`src/rtl/fp_norm_pack_pkg.sv`:
```
// Shared float32 constants, FSM state encoding and result flags for the
// add/sub output stage.
package fp_norm_pack_pkg;

    localparam int EXP_W   = 8;
    localparam int MANT_W  = 24;
    localparam int FLOAT_W = 32;

    localparam logic [EXP_W-1:0]   EXP_MAX  = 8'hFF;
    localparam logic [FLOAT_W-1:0] POS_ZERO = 32'h0000_0000;
    localparam logic [FLOAT_W-1:0] POS_INF  = 32'h7F80_0000;

    typedef enum logic [1:0] {
        IDLE = 2'd0,
        NORM = 2'd1,
        DONE = 2'd2
    } state_t;

    // At most one of these is set for any packed result.
    typedef struct packed {
        logic zero;
        logic underflow;
        logic overflow;
    } flags_t;

endpackage

```
`src/rtl/fp_norm_pack_if.sv`:
```
// Input (ALU result) and output (packed float) handshake channels.
interface fp_norm_pack_if
    import fp_norm_pack_pkg::*;
#(
    parameter int MANT_W = 24,
    parameter int EXP_W  = 8
);
    logic              in_valid;
    logic              in_ready;
    logic [MANT_W-1:0] in_mant;
    logic              in_cout;
    logic              in_sign;
    logic [EXP_W-1:0]  in_exp;

    logic               out_valid;
    logic               out_ready;
    logic [FLOAT_W-1:0] out_float;
    logic               out_zero;
    logic               out_underflow;
    logic               out_overflow;

    // Producer of ALU results / consumer of packed floats.
    modport master (
        output in_valid, in_mant, in_cout, in_sign, in_exp, out_ready,
        input  in_ready, out_valid, out_float, out_zero, out_underflow, out_overflow
    );

    // The normaliser itself.
    modport slave (
        input  in_valid, in_mant, in_cout, in_sign, in_exp, out_ready,
        output in_ready, out_valid, out_float, out_zero, out_underflow, out_overflow
    );
endinterface

```
`src/rtl/fp_norm_pack_pack.sv`:
```
// Combinational packer: {sign, exp_r, mant_r} -> IEEE754 single plus flags.
// Overflow beats zero beats normal/subnormal packing.
module fp_pack
    import fp_norm_pack_pkg::*;
(
    input  logic               sign,
    input  logic [EXP_W:0]     exp_r,
    input  logic [MANT_W-1:0]  mant_r,
    output logic [FLOAT_W-1:0] float_o,
    output flags_t             flags
);
    logic [EXP_W-1:0] exp_field;

    // Select the packed word and the single flag that describes it.
    always_comb begin
        float_o   = POS_ZERO;
        flags     = '0;
        exp_field = '0;
        if (exp_r >= {1'b0, EXP_MAX}) begin
            float_o        = {sign, EXP_MAX, {(MANT_W-1){1'b0}}};
            flags.overflow = 1'b1;
        end else if (mant_r == '0) begin
            // Exact cancellation always gives +0, whatever the ALU sign.
            float_o    = POS_ZERO;
            flags.zero = 1'b1;
        end else begin
            // Without the hidden bit the normaliser stopped at exp 1: subnormal.
            exp_field       = mant_r[MANT_W-1] ? exp_r[EXP_W-1:0] : '0;
            float_o         = {sign, exp_field, mant_r[MANT_W-2:0]};
            flags.underflow = (exp_field == '0);
        end
    end
endmodule

```
`src/rtl/fp_norm_pack.sv`:
```
// Output end of the float32 add/sub datapath. Takes the ALU sign-magnitude
// result and the pre-aligned exponent, renormalises it one left shift per
// cycle, then packs an IEEE754 single (truncating rounding).
module fp_norm_pack
    import fp_norm_pack_pkg::*;
(
    input  logic          clk,
    input  logic          rst_n,
    fp_norm_pack_if.slave bus
);
    localparam logic [EXP_W:0] EXP_ONE = {{EXP_W{1'b0}}, 1'b1};

    state_t             state, state_nxt;
    logic [MANT_W-1:0]  mant_r;
    logic [EXP_W:0]     exp_r;      // one spare bit so the carry increment cannot wrap
    logic               sign_r;
    logic [FLOAT_W-1:0] float_r;
    flags_t             flags_r;
    logic               valid_r;

    logic [EXP_W:0]     e_eff;
    logic               norm_stop;
    logic               accept;
    logic               handshake;
    logic [FLOAT_W-1:0] pack_float;
    flags_t             pack_flags;

    // Subnormal operands (exp 0) are aligned as if their exponent were 1.
    assign e_eff     = (bus.in_exp == '0) ? EXP_ONE : {1'b0, bus.in_exp};
    assign accept    = (state == IDLE) && bus.in_valid;
    assign handshake = valid_r && bus.out_ready;

    // Shifting ends on overflow, zero, hidden bit reached, or minimum exponent.
    assign norm_stop = (exp_r >= {1'b0, EXP_MAX}) || (mant_r == '0) ||
                       mant_r[MANT_W-1] || (exp_r == EXP_ONE);

    fp_pack u_pack (
        .sign    (sign_r),
        .exp_r   (exp_r),
        .mant_r  (mant_r),
        .float_o (pack_float),
        .flags   (pack_flags)
    );

    // State register.
    always_ff @(posedge clk or negedge rst_n) begin
        if (!rst_n) state <= IDLE;
        else        state <= state_nxt;
    end

    // Next-state: IDLE -> NORM on accept, NORM -> DONE when normalised,
    // DONE -> IDLE once the result has been taken.
    always_comb begin
        state_nxt = state;
        case (state)
            IDLE:    if (bus.in_valid) state_nxt = NORM;
            NORM:    if (norm_stop)    state_nxt = DONE;
            DONE:    if (handshake)    state_nxt = IDLE;
            default: state_nxt = IDLE;
        endcase
    end

    // Datapath: load/pre-shift on accept, one normalising shift per NORM cycle,
    // capture the packed word on NORM exit. out_valid is raised on the cycle after
    // capture, so the result is presented from a settled register.
    always_ff @(posedge clk or negedge rst_n) begin
        if (!rst_n) begin
            mant_r  <= '0;
            exp_r   <= '0;
            sign_r  <= 1'b0;
            float_r <= POS_ZERO;
            flags_r <= '0;
            valid_r <= 1'b0;
        end else begin
            case (state)
                IDLE: begin
                    if (accept) begin
                        sign_r  <= bus.in_sign;
                        flags_r <= '0;
                        if (bus.in_cout) begin
                            mant_r <= {1'b1, bus.in_mant[MANT_W-1:1]};
                            exp_r  <= e_eff + EXP_ONE;
                        end else begin
                            mant_r <= bus.in_mant;
                            exp_r  <= e_eff;
                        end
                    end
                end
                NORM: begin
                    if (norm_stop) begin
                        float_r <= pack_float;
                        flags_r <= pack_flags;
                    end else begin
                        mant_r <= {mant_r[MANT_W-2:0], 1'b0};
                        exp_r  <= exp_r - EXP_ONE;
                    end
                end
                DONE: begin
                    if (!valid_r)      valid_r <= 1'b1;
                    else if (handshake) valid_r <= 1'b0;
                end
                default: valid_r <= 1'b0;
            endcase
        end
    end

    assign bus.in_ready      = (state == IDLE);
    assign bus.out_valid     = valid_r;
    assign bus.out_float     = float_r;
    assign bus.out_zero      = flags_r.zero;
    assign bus.out_underflow = flags_r.underflow;
    assign bus.out_overflow  = flags_r.overflow;
endmodule

```
`src/flat_wrapper.sv`:
```
// flat-port wrapper written by rule: the top's interface ports become plain ports
module fp_norm_pack_flat import fp_norm_pack_pkg::*;
  (clk, rst_n, bus_in_valid, bus_in_mant, bus_in_cout, bus_in_sign, bus_in_exp, bus_out_ready, bus_in_ready, bus_out_valid, bus_out_float, bus_out_zero, bus_out_underflow, bus_out_overflow);
  fp_norm_pack_if bus_i ();
  input  logic clk;
  input  logic rst_n;
  input wire logic [$bits(bus_i.in_valid)-1:0] bus_in_valid;
  input wire logic [$bits(bus_i.in_mant)-1:0] bus_in_mant;
  input wire logic [$bits(bus_i.in_cout)-1:0] bus_in_cout;
  input wire logic [$bits(bus_i.in_sign)-1:0] bus_in_sign;
  input wire logic [$bits(bus_i.in_exp)-1:0] bus_in_exp;
  input wire logic [$bits(bus_i.out_ready)-1:0] bus_out_ready;
  output wire logic [$bits(bus_i.in_ready)-1:0] bus_in_ready;
  output wire logic [$bits(bus_i.out_valid)-1:0] bus_out_valid;
  output wire logic [$bits(bus_i.out_float)-1:0] bus_out_float;
  output wire logic [$bits(bus_i.out_zero)-1:0] bus_out_zero;
  output wire logic [$bits(bus_i.out_underflow)-1:0] bus_out_underflow;
  output wire logic [$bits(bus_i.out_overflow)-1:0] bus_out_overflow;
  assign bus_i.in_valid = bus_in_valid;
  assign bus_i.in_mant = bus_in_mant;
  assign bus_i.in_cout = bus_in_cout;
  assign bus_i.in_sign = bus_in_sign;
  assign bus_i.in_exp = bus_in_exp;
  assign bus_i.out_ready = bus_out_ready;
  assign bus_in_ready = bus_i.in_ready;
  assign bus_out_valid = bus_i.out_valid;
  assign bus_out_float = bus_i.out_float;
  assign bus_out_zero = bus_i.out_zero;
  assign bus_out_underflow = bus_i.out_underflow;
  assign bus_out_overflow = bus_i.out_overflow;
  fp_norm_pack u_core (.clk(clk), .rst_n(rst_n), .bus(bus_i));
endmodule
```
`config.mk`:
```
export PLATFORM = sky130hd
export DESIGN_NAME = fp_norm_pack_flat
export DESIGN_NICKNAME = d
export VERILOG_FILES = /design/src/rtl/fp_norm_pack_pkg.sv /design/src/rtl/fp_norm_pack_if.sv /design/src/rtl/fp_norm_pack_pack.sv /design/src/rtl/fp_norm_pack.sv /design/src/flat_wrapper.sv
export SDC_FILE = /design/constraint.sdc
export NUM_CORES = 1
export LEC_CHECK = 0
export ABC_CLOCK_PERIOD_IN_PS = 6350
export CAP_MARGIN = 5
export CORE_ASPECT_RATIO = 0.5
export CORE_MARGIN = 4
export CORE_UTILIZATION = 34
export DETAILED_ROUTE_END_ITERATION = 10
export GPL_TIMING_DRIVEN = 0
export HOLD_SLACK_MARGIN = 0.02
export SLEW_MARGIN = 40
export SYNTH_ARGS = -nofsm -noshare
export SYNTH_HDL_FRONTEND = slang
export SYNTH_SLANG_ARGS = --single-unit
```
`constraint.sdc`:
```
create_clock -name clk -period 6.35 [get_ports clk]
set_clock_uncertainty 0.05 [all_clocks]
set_input_delay 1.27 -clock clk [delete_from_list [all_inputs] [get_ports clk]]
set_output_delay 1.27 -clock clk [all_outputs]
set_load 0.005 [all_outputs]
```
==> After elaboration in Yosys (flattened, before gate mapping) <==
Cells that the tools add are included.
{ "classes": {"n_addsub": 2, "n_lt_le_gt_ge": 1, "eq_ne": 8, "muxes": 26, "reduce_logical": 16} }
{ "op_table": {"columns": ["op", "n"], "rows": [
  ["24-bit two-way mux", 3],
  ["32-bit two-way mux", 2],
  ["24-bit case mux with 2 select lines", 1],
  ["9-bit two-way mux", 3],
  ["24-bit logical NOT", 1],
  ["9-bit case mux with 2 select lines", 1],
  ["8-bit logical NOT", 2],
  ["8-bit two-way mux", 2],
  ["9-bit by 1-bit adder with 9-bit output, second input constant", 1],
  ["9-bit by 1-bit equality test with 1-bit output, second input constant", 1],
  ["9-bit by 8-bit greater-or-equal comparator with 1-bit output, second input constant", 1],
  ["3-bit AND reduction", 3],
  ["9-bit by 1-bit subtractor with 9-bit output, second input constant", 1],
  ["2-bit two-way mux", 4],
  ["3-bit two-way mux", 2],
  ["2-bit by 1-bit inequality test with 1-bit output, second input constant", 3],
  ["2-bit case mux with 3 select lines", 1],
  ["3-bit case mux with 2 select lines", 1],
  ["1-bit two-way mux", 5],
  ["2-bit inequality test, second input constant", 2],
  ["2-bit AND reduction", 2],
  ["1-bit logical OR", 3],
  ["2-bit by 1-bit equality test with 1-bit output, second input constant", 1],
  ["2-bit equality test, second input constant", 1],
  ["5 further kinds", 6]
]} }
{ "totals": {"reg_bits": 72, "input_bits": 38, "out_inout_bits": 37, "elab_cells": 62} }

==> Logic depth before layout (Yosys ltp) <==
{ "depth": {"ltp_word": 6, "mapped_depth": 8, "ltp_nobuf": 7} }

==> By module <==
A second synthesis with hierarchy kept.
{ "hier_totals": {"cells_unflattened": 413, "hier_area_um2": 4169.0} }
{ "by_module_without_submodules": {"columns": ["mod", "instances", "cells_each", "area_each_um2", "seq_area_each_um2"], "rows": [
  ["fp_norm_pack", 1, 332, 3656.0, 1801.7],
  ["fp_pack", 1, 81, 513.0, 0.0]
]} }

==> Worst setup path after synthesis <==
Ideal clock, no wire load.
{ "synth_timing": {"kind": "input to register", "start": "input bus_in_cout", "end": "register u_core.mant_r[6]", "setup_time_ns": 0.125, "t_arrival_ns": 2.478, "required_ns": 6.175, "setup_slack_ns": 3.697, "stages": 5, "path_buffers": 2, "path_cell_list": "buf_2 -> buf_1 -> mux2i_1 -> o21ai_0 -> mux2_4"} }
{ "synth_between": {"elab_chain_cells": 3} }
{ "synth_lines": {"columns": ["item", "line_no", "source"], "rows": [
  ["from (decl)", "flat_wrapper.sv:9", "input wire logic [$bits(bus_i.in_cout)-1:0] bus_in_cout;"],
  ["24-bit two-way mux", "fp_norm_pack.sv:80", "if (bus.in_cout) begin"],
  ["24-bit two-way mux", "fp_norm_pack.sv:77", "if (accept) begin"],
  ["24-bit case mux with 2 select lines", "fp_norm_pack.sv:75", "case (state)"],
  ["to (signal assigned)", "fp_norm_pack.sv:81", "mant_r <= {1'b1, bus.in_mant[MANT_W-1:1]};"],
  ["to (signal assigned)", "fp_norm_pack.sv:84", "mant_r <= bus.in_mant;"],
  ["to (signal assigned)", "fp_norm_pack.sv:94", "mant_r <= {mant_r[MANT_W-2:0], 1'b0};"],
  ["to (decl)", "fp_norm_pack.sv:14", "logic [MANT_W-1:0] mant_r;"]
]} }
Every way passes these cells. The select of a mux whose other input is x is not followed.
A chain may end at the register's enable or synchronous reset.

==> Worst setup path in the final report <==
{ "layout_timing": {"start": "register u_core.state[0]", "end": "output bus_in_ready"} }
{ "layout_between": {"elab_chain_cells": 1} }
{ "layout_lines": {"columns": ["item", "line_no", "source"], "rows": [
  ["from (decl)", "fp_norm_pack.sv:13", "state_t state, state_nxt;"],
  ["from (signal assigned)", "fp_norm_pack.sv:48", "else state <= state_nxt;"],
  ["2-bit logical NOT", "fp_norm_pack.sv:107", "assign bus.in_ready = (state == IDLE);"],
  ["to (decl)", "flat_wrapper.sv:13", "output wire logic [$bits(bus_i.in_ready)-1:0] bus_in_ready;"]
]} }
Every way passes these cells.

==> impl_metrics.yaml <==
synth:
  yosysTopAreaCell: "dfrtp_1"
  async_reset_ff_share_pct: 100
  synthesis.instances: 360
  synth.distinct_cells: 49
  synth_simple_gate_area_share_pct: 12.6
  synth_area_mm2: 0.00386
  synth_edf_count: 0
  synthAdderAreaFrac_pct: 0.973
  ys_warn_count: 0
  synth_compound_area_share_pct: 18.5
  muxShareOfSynthArea_pct: 15.6
  synth-xor-area-share_pct: 1.59
  synth_top_area_share_pct: 46.7
  ys_ff_latch: 72
  yosys_most_used_dff: "dfrtp_1"
  yosysSeqAreaShare_pct: 46.7
  synthTopCellsByArea: "dfrtp_1 (47%), mux2_4 (9.3%), mux2i_1 (6.0%), a22o_1 (5.4%), nand2_1 (4.7%)"
  syn_avg_cell_area_um2: 10.7
  synth_top_family_by_area: "compound AO/OA/AOI/OAI gates"
  syn_nets: 401
floorplan:
  rows: 27
  initial_core_util_pct: 34.9
  io_pins: 75
  die_y_um: 83.3
  die_area_mm2: 0.0132
  die_w_um: 159
  core-area_mm2: 0.0110
sta:
  rsz0062_at_grt: "false"
  relSlewSlack_pct: 52.6
  fin_crit_ns: 3.01
  hold_violations: 0
  finalMaxSlewViolations: 0
  worstMarginPinSlew_ns: 0.711
  tns_ns: 0
  fmax_mhz: 332
  post-route-period-util_pct: 47.4
  fin_hold_ws_ns: 0.435
  finalSetupViolCount: 0
clock_network:
  cts_resized: 0
  cts-root-buf: "clkbuf_16"
  clockBufferDepth: 2
  clock-sinks: 72
  clock_latency_ns: 0.34
  post-cts-setup-buffers: 0
  clkTransAtPathRegs_ns: 0.06
  numCtsBuffers: 9
  cts_tree: "built"
  ctsHtreeMaxLevel: 3
  hold_buffers: 0
critical_path:
  crit_required_ns: 5.03
  r2r_start: "u_core.exp_r[0]"
  reg2reg_depth: 8
  crit_type: "flip-flop to primary output"
  cpMaxStageDelayCell: "clkdlybuf4s50_1"
  cp.arrival_ns: 1.69
  slowest_delay_ns: 0.56
  crit_path_start_kind: "flip-flop"
  endpoint_kind: "primary output"
  path_delay_family: "buffers and inverters"
  r2r-end: "u_core.mant_r[9]"
  r2r_setup_slack_ns: 3.99
  cp_num_buf_inv: 2
  crit_chain: "clkbuf_1, nor2_1, clkdlybuf4s50_1"
  worstPathMaxFanout: 10
layout:
  area_growth_syn_to_layout_pct: 32.3
  design_area_mm2: 0.00510
  drive_above_1_share_pct: 14.4
  most-common-layout-cells: "clkdlybuf4s50_1 (72), dfrtp_1 (72), nand2_1 (48)"
  fill_cells: 1076
  nets: 486
  diodes: 0
route:
  ant_nets: 0
  firstDrtPassIters: 4
  finalWirelength_um: 9860
  initialDrtViolationCount: 156
  wl_per_cell_um: 16.6
  drc: 0
  num_vias: 3103
  avgViaCountPerCell: 5.22
worst_hold_path:
  worst_hold_path.num_cells: 2
  min_to: "u_core.bus.out_float[31]"
  hold_class: "flip-flop to flip-flop"
  hold_path_startpoint: "u_core.bus.out_float[31]"
job:
  drv_cap: 0
placement:
  dpl_cell_area_mm2: 0.00480
  io_buffer_count: 73
  hpwlAfterDp_um: 7190
  place_congestion: 0.820
global_routing:
  grt_max_degree: 57
  antenna_found_initial: 0
  grtUsageTotal_pct: 15.6
  grt_pass1_wl_um: 16500
  grt_pass1_vias: 3089
  grt_remaining_overflow: 0
power:
  power_w: 0.00253
  ir_worst_vdd_mv: 0.172
  p_per_area_mw_per_mm2: 495
  leakage_nw: 2.13
outcome:
  outcome: "finished clean"
registers in the layout, summed over array words and instances (netlist names):
signal	cells
u_core.bus.out_float	32
u_core.mant_r	24
u_core.exp_r	9
u_core.state	2
u_core.bus.out_overflow	1
u_core.bus.out_underflow	1
u_core.bus.out_valid	1
u_core.bus.out_zero	1
u_core.sign_r	1
per-layer routing:
layer  wire length (um)  vias up  track usage [%]
met5                  0        -                0
met4                108        0             3.72
met3                503       10             4.32
met2               4460       81             23.0
met1               4790     1521             22.5
li1                   -     1491                -
report_power, final:
part | total [W] | internal (W) | leakage [nW] | switching (W)
Combinational | 0.00113 | 0.000619 | 1.11 | 0.000515
Clock | 0.000513 | 0.000307 | 0.139 | 0.000206
Sequential | 0.000881 | 0.000674 | 0.882 | 0.000207
Yosys cell counts (all sizes together) (5+ instances only):
| cell type | n |
|---|---|
| buf | 13 |
| nor2 | 16 |
| dfrtp | 72 |
| a21oi | 16 |
| clkbuf | 11 |
| nor4 | 9 |
| o21ai | 32 |
| mux2 | 25 |
| mux2i | 23 |
| nand2 | 48 |
| a22o | 24 |
| inv | 6 |
| nand3 | 6 |
| a31oi | 10 |
| nor3 | 5 |
kinds of logic (layout without fill, tap and decap cells):
logic type	after synthesis	after routing
compound gates	101	101
xor+xnor	7	7
fa+ha+maj	3	3
buf+inv	30	120
flops	72	72
mux	48	48
simple gates	99	99
through the flow:
step | std cells | setup slack [ns] | util, %
6_report | 595 | 3.34 | 46.2
3_3_place_gp | 578 | 1.36 | 43.2
3_5_place_dp | 579 | 3.16 | 43.4
5_1_grt | 595 | 3.23 | 46.2
4_1_cts | 595 | 3.33 | 46.2
2_1_floorplan | 360 | 3.70 | -
area by class of cell:
| cell class | instances | area [um^2] | share of cell area (%) |
|---|---|---|---|
| Clock buffer | 9 | 225 | 4.41 |
| Sequential cell | 72 | 1800 | 35.3 |
| Inverter | 6 | 22.5 | 0.441 |
| Tap cell | 145 | 181 | 3.55 |
| Multi-Input combinational cell | 258 | 1900 | 37.3 |
| Timing Repair Buffer | 74 | 759 | 14.9 |
| Clock inverter | 7 | 78.8 | 1.54 |
| Buffer | 24 | 131 | 2.57 |
worst max path at each step:
stage | depth (start not counted) | endpoint | startpoint
after floorplan | 5 | u_core.mant_r[6] | bus_in_cout
after CTS | 3 | bus_in_ready | u_core.state[0]
final | 3 | bus_in_ready | u_core.state[0]
after global placement | 1 | u_core.exp_r[8] | rst_n
after global routing | 3 | bus_in_ready | u_core.state[0]
after detailed placement | 5 | u_core.bus.out_underflow | bus_in_valid
worst reg2reg max path: stages (launching register included):
cell and delay, ns:
dfrtp_1 0.48, ha_1 0.25, a21oi_1 0.12, o31a_1 0.25, o21a_4 0.20, nand3_2 0.08
a21oi_2 0.28, buf_6 0.23, mux2_4 0.32
Power figures use the tool's default switching activity.
